`src/rtl/evento_cola.sv`:
```
// Event queue between the debounced inputs and the pet state machine: every toggle
// becomes an event code, simultaneous events are arbitrated by fixed priority and buffered.
module evento_cola #(
  parameter int DEPTH = 4,
  parameter int CW    = 3
) (
  input  logic                     clk,
  input  logic                     reset,
  input  logic                     senal_reset,
  input  logic                     senal_test,
  input  logic                     senal_medicina,
  input  logic                     senal_energia,
  input  logic                     senal_ultrasonido,
  input  logic                     senal_fot,
  output logic                     evt_valid,
  output logic [CW-1:0]            evt_code,
  input  logic                     evt_ready,
  output logic [$clog2(DEPTH):0]   evt_count,
  output logic                     evt_drop
);

  localparam int            AW   = $clog2(DEPTH);
  localparam int            NS   = 6;
  localparam logic [AW:0]   FULL = (AW + 1)'(DEPTH);

  // Bit 0 is the highest-priority source; event code is bit index + 1.
  logic [NS-1:0] sig, prev, pending, change, grant, pending_next;
  logic [CW-1:0] mem [DEPTH];
  logic [AW-1:0] rd_ptr, wr_ptr;
  logic [CW-1:0] code_in;
  logic          pop, push, space, drop_hit;

  assign sig       = {senal_fot, senal_ultrasonido, senal_energia,
                      senal_medicina, senal_test, senal_reset};
  assign change    = sig ^ prev;
  assign evt_valid = (evt_count != '0);
  assign evt_code  = evt_valid ? mem[rd_ptr] : '0;
  assign pop       = evt_valid && evt_ready;
  assign space     = (evt_count < FULL) || pop;

  // NOTE: every signal assigned in always_comb gets a default first, so no latch is inferred.
  always_comb begin
    grant   = '0;
    code_in = '0;
    for (int i = NS - 1; i >= 0; i--) begin
      if (space && pending[i]) begin
        grant    = '0;
        grant[i] = 1'b1;
        code_in  = CW'(i + 1);
      end
    end
  end

  assign push = |grant;
  // A change on the edge its pending bit is enqueued starts a new event rather than a drop.
  assign pending_next = (pending & ~grant) | change;
  assign drop_hit     = |(change & pending & ~grant);

  // NOTE: state registers use non-blocking assignments so every update sees pre-edge values.
  always_ff @(posedge clk) begin
    prev <= sig;
    if (reset) begin
      pending   <= '0;
      rd_ptr    <= '0;
      wr_ptr    <= '0;
      evt_count <= '0;
      evt_drop  <= 1'b0;
    end else begin
      pending <= pending_next;
      if (drop_hit) evt_drop <= 1'b1;
      if (push) wr_ptr <= wr_ptr + 1'b1;
      if (pop)  rd_ptr <= rd_ptr + 1'b1;
      case ({push, pop})
        2'b10:   evt_count <= evt_count + 1'b1;
        2'b01:   evt_count <= evt_count - 1'b1;
        default: evt_count <= evt_count;
      endcase
    end
  end

  // NOTE: storage has no reset; entries are only visible once the pointers mark them valid.
  always_ff @(posedge clk) begin
    if (push) mem[wr_ptr] <= code_in;
  end

endmodule

```
`config.mk`:
```
export PLATFORM = sky130hd
export DESIGN_NAME = evento_cola
export DESIGN_NICKNAME = d
export VERILOG_FILES = /design/src/rtl/evento_cola.sv
export SDC_FILE = /design/constraint.sdc
export NUM_CORES = 1
export LEC_CHECK = 0
export CORE_MARGIN = 2
export CORE_UTILIZATION = 36
export CTS_CLUSTER_SIZE = 24
export DETAILED_ROUTE_END_ITERATION = 8
export GPL_TIMING_DRIVEN = 0
export PLACE_DENSITY = 0.61
export SYNTH_ARGS = -nofsm -noshare
export SYNTH_HDL_FRONTEND = slang
export SYNTH_SLANG_ARGS = --single-unit
export TNS_END_PERCENT = 20
```
`constraint.sdc`:
```
create_clock -name clk -period 3.5 [get_ports clk]
set_input_delay 0.875 -clock clk [delete_from_list [all_inputs] [get_ports clk]]
set_output_delay 0.875 -clock clk [all_outputs]
set_load 0.03 [all_outputs]
```
==> impl_metrics.json <==
{
  "wirelength_mm": 2.329,
  "cts-buffers-inserted": 5,
  "syn_area_um2": 1434,
  "ant_nets": 0,
  "final_common_cell": "dfxtp_1",
  "vias": 945,
  "drive_above_1_share": 0.1081,
  "grt_use_total": 0.1249,
  "drcViolationCount": 0,
  "max-clock-path-buffers": 2,
  "port_buffers": 16,
  "whs_path_depth": 2,
  "place.gp.congestion": 0.7280,
  "diodes": 0,
  "wire_per_inst_um": 11.88,
  "cts_hold_buf": 0,
  "grt_pass1_wl_mm": 3.967,
  "rows": 22,
  "cts-resized-gates": 0,
  "powerDensity_nw_per_um2": 758.9,
  "setup_tns_ns": 0,
  "async_flop_share": 0,
  "leakagePower_uw": 0.0006719,
  "synth.distinct_cells": 32,
  "criticalPathCategory": "input port to flop",
  "synth_top_area_share": 0.3072,
  "finalCritPeriodShare": 0.8289,
  "yosys_warnings": 0,
  "syn_nets": 139,
  "skew_ns": 0.002483,
  "slew_viol_final": 0,
  "crit_slowest_cell": "clkdlybuf4s50_1",
  "min_to": "pending[1]",
  "start_util": 0.3830,
  "clkSinkCount": 34,
  "worst-r2r-cell-count": 9,
  "post_cts_buffers": 0,
  "h-tree-depth": 2,
  "worst-slew-pin-transition_ns": 0.5089,
  "r2r_slack_ns": 1.27,
  "max_freq_mhz": 344.7,
  "path_cells": "clkdlybuf4s50_1, nand2b_2, a21boi_2, inv_1, ha_1, inv_1, fa_1, xor2_1, or3_1, a21oi_1",
  "cp_max_fo": 7,
  "worstReg2RegEnd": "evt_count[2]",
  "drt_iter0_markers": 39,
  "relSlewSlack": 0.6608,
  "ioPinCount": 17,
  "clockRootBuffer": "clkbuf_8",
  "cts_tree": "done",
  "postLayoutSetupSlackWorst_ns": 0.5987,
  "clk_latency_ns": 0.28,
  "startpoint_type": "input port",
  "avgSynthCellArea_um2": 11.56,
  "gr-total-overflow": 0,
  "finalSetupViolCount": 0,
  "fp.dieH_um": 67.11,
  "critPathMaxStageDelay_ns": 0.47,
  "die_w_um": 67.11,
  "min_path_type": "flop to flop",
  "fin_nets": 162,
  "synth_edf_count": 12,
  "rsz0062_at_grt": "false",
  "min_from": "pending[1]",
  "seq_area_frac_synth": 0.5585,
  "hold_viol": 0,
  "crit_arrival_ns": 3.11,
  "reg2reg_from": "pending[2]",
  "crit_required_ns": 3.71,
  "worstSetupEndpointType": "flop",
  "synth_seq_cells": 34,
  "yosys_most_used_dff": "dfxtp_1",
  "viasPerCell": 4.821,
  "grt_pass1_vias": 904,
  "fin_crit_ns": 2.901,
  "preCtsSetupSlack_ns": 0.3072,
  "grt_antenna_before_repair": 0,
  "synth_area_leader_cell": "dfxtp_1",
  "syn2layout_area_growth_pct": 21.03,
  "dieArea_um2": 4504,
  "final_cell_mix": "dfxtp_1 (22), clkdlybuf4s50_1 (16), nor2_1 (14)",
  "yosys-top-cells-area": "dfxtp_1 (31%), edfxtp_1 (25%), mux4_2 (4.7%)",
  "syn_inst": 124,
  "critPathTopFamily": "buffers and inverters",
  "drtPass1Iterations": 4,
  "cp_num_buf_inv": 3,
  "crit_top_cell": "inv_1",
  "grt_max_degree": 11,
  "outcome": "completed",
  "clk_pin_slew_worst_paths_ns": 0.06,
  "hold-worst-slack_ns": 0.4929,
  "max_cap_viol_count": 0,
  "hpwlAfterDp_mm": 1.743,
  "coreArea_um2": 3744,
  "peakVddDrop_v": 0.0003043
}
layout make-up:
type	instances	area, um^2
buffer	2	8.758
clock buffer	6	72.57
clock inverter	2	8.758
fill	373	2008
inverter	9	33.78
multi-input combinational	79	590.6
sequential	34	800.8
tap	48	60.06
timing repair buffer	16	160.2
per-layer routing:
metal | part of all wire | vias up | routed length, um | GRT usage
li1 | - | 471 | - | -
met5 | 0 | - | 0 | 0
met4 | 0.018 | 0 | 42 | 0.06122
met2 | 0.48 | 20 | 1125 | 0.1980
met3 | 0.049 | 4 | 113 | 0.05574
met1 | 0.45 | 450 | 1046 | 0.1427
per-stage QoR:
step,total power (uW),instances,instance area [um^2],util
6_report,1317,196,1735,0.4636
5_1_grt,1411,196,1735,0.4636
4_1_cts,1338,196,1735,0.4636
3_5_place_dp,1067,188,1654,0.4418
3_3_place_gp,1052,188,1654,0.4418
2_1_floorplan,906.9,124,1434,-
power breakdown:
part | switching [uW] | total, uW | internal (uW)
Sequential | 58.4 | 564 | 506
Combinational | 256 | 487 | 231
Clock | 129 | 266 | 136
how the worst max path moves through the flow:
stage / start / to / slack [ns] / depth (start not counted)
floorplan: evt_ready / evt_count[2] / 0.94 / 9
global placement: evt_ready / evt_count[2] / 0.31 / 10
detailed placement: evt_ready / evt_count[2] / 0.31 / 10
CTS: evt_ready / evt_count[2] / 0.60 / 10
global route: evt_ready / evt_count[2] / 0.49 / 10
finish: evt_ready / evt_count[2] / 0.60 / 10
sequential cells by signal, indices dropped and copies added, names as in the netlist, named ones only:
name and cells:
wr_ptr 2, rd_ptr 2, evt_count 3, prev 6, mem 12, evt_drop 1
pending 6
tightest hold or removal path: stages, from the launching register on:
cell	delay, ns
dfxtp_1	0.33
nand2_1	0.06
a21oi_1	0.05
Yosys cell counts (all sizes together), types with 2 or more instances:
cell type and instances:
a211oi 2, a21boi 2, a21oi 8, and2 9
dfxtp 22, edfxtp 12, ha 5, inv 9
mux4 3, nand2 3, nand3 4, nor2 14
nor3 2, o21ai 4, or3 2, xnor2 4
xor2 7
logic make-up (layout without fill, tap and decap cells):
family,Yosys count,count (layout),share of synthesized area
flops,34,34,0.5585
compound gates,20,20,0.09163
xor+xnor,11,11,0.07243
fa+ha+maj,6,6,0.05759
mux,4,4,0.05410
buf+inv,11,35,0.02966
simple gates,38,38,0.1361
Power figures use the tool's default switching activity.
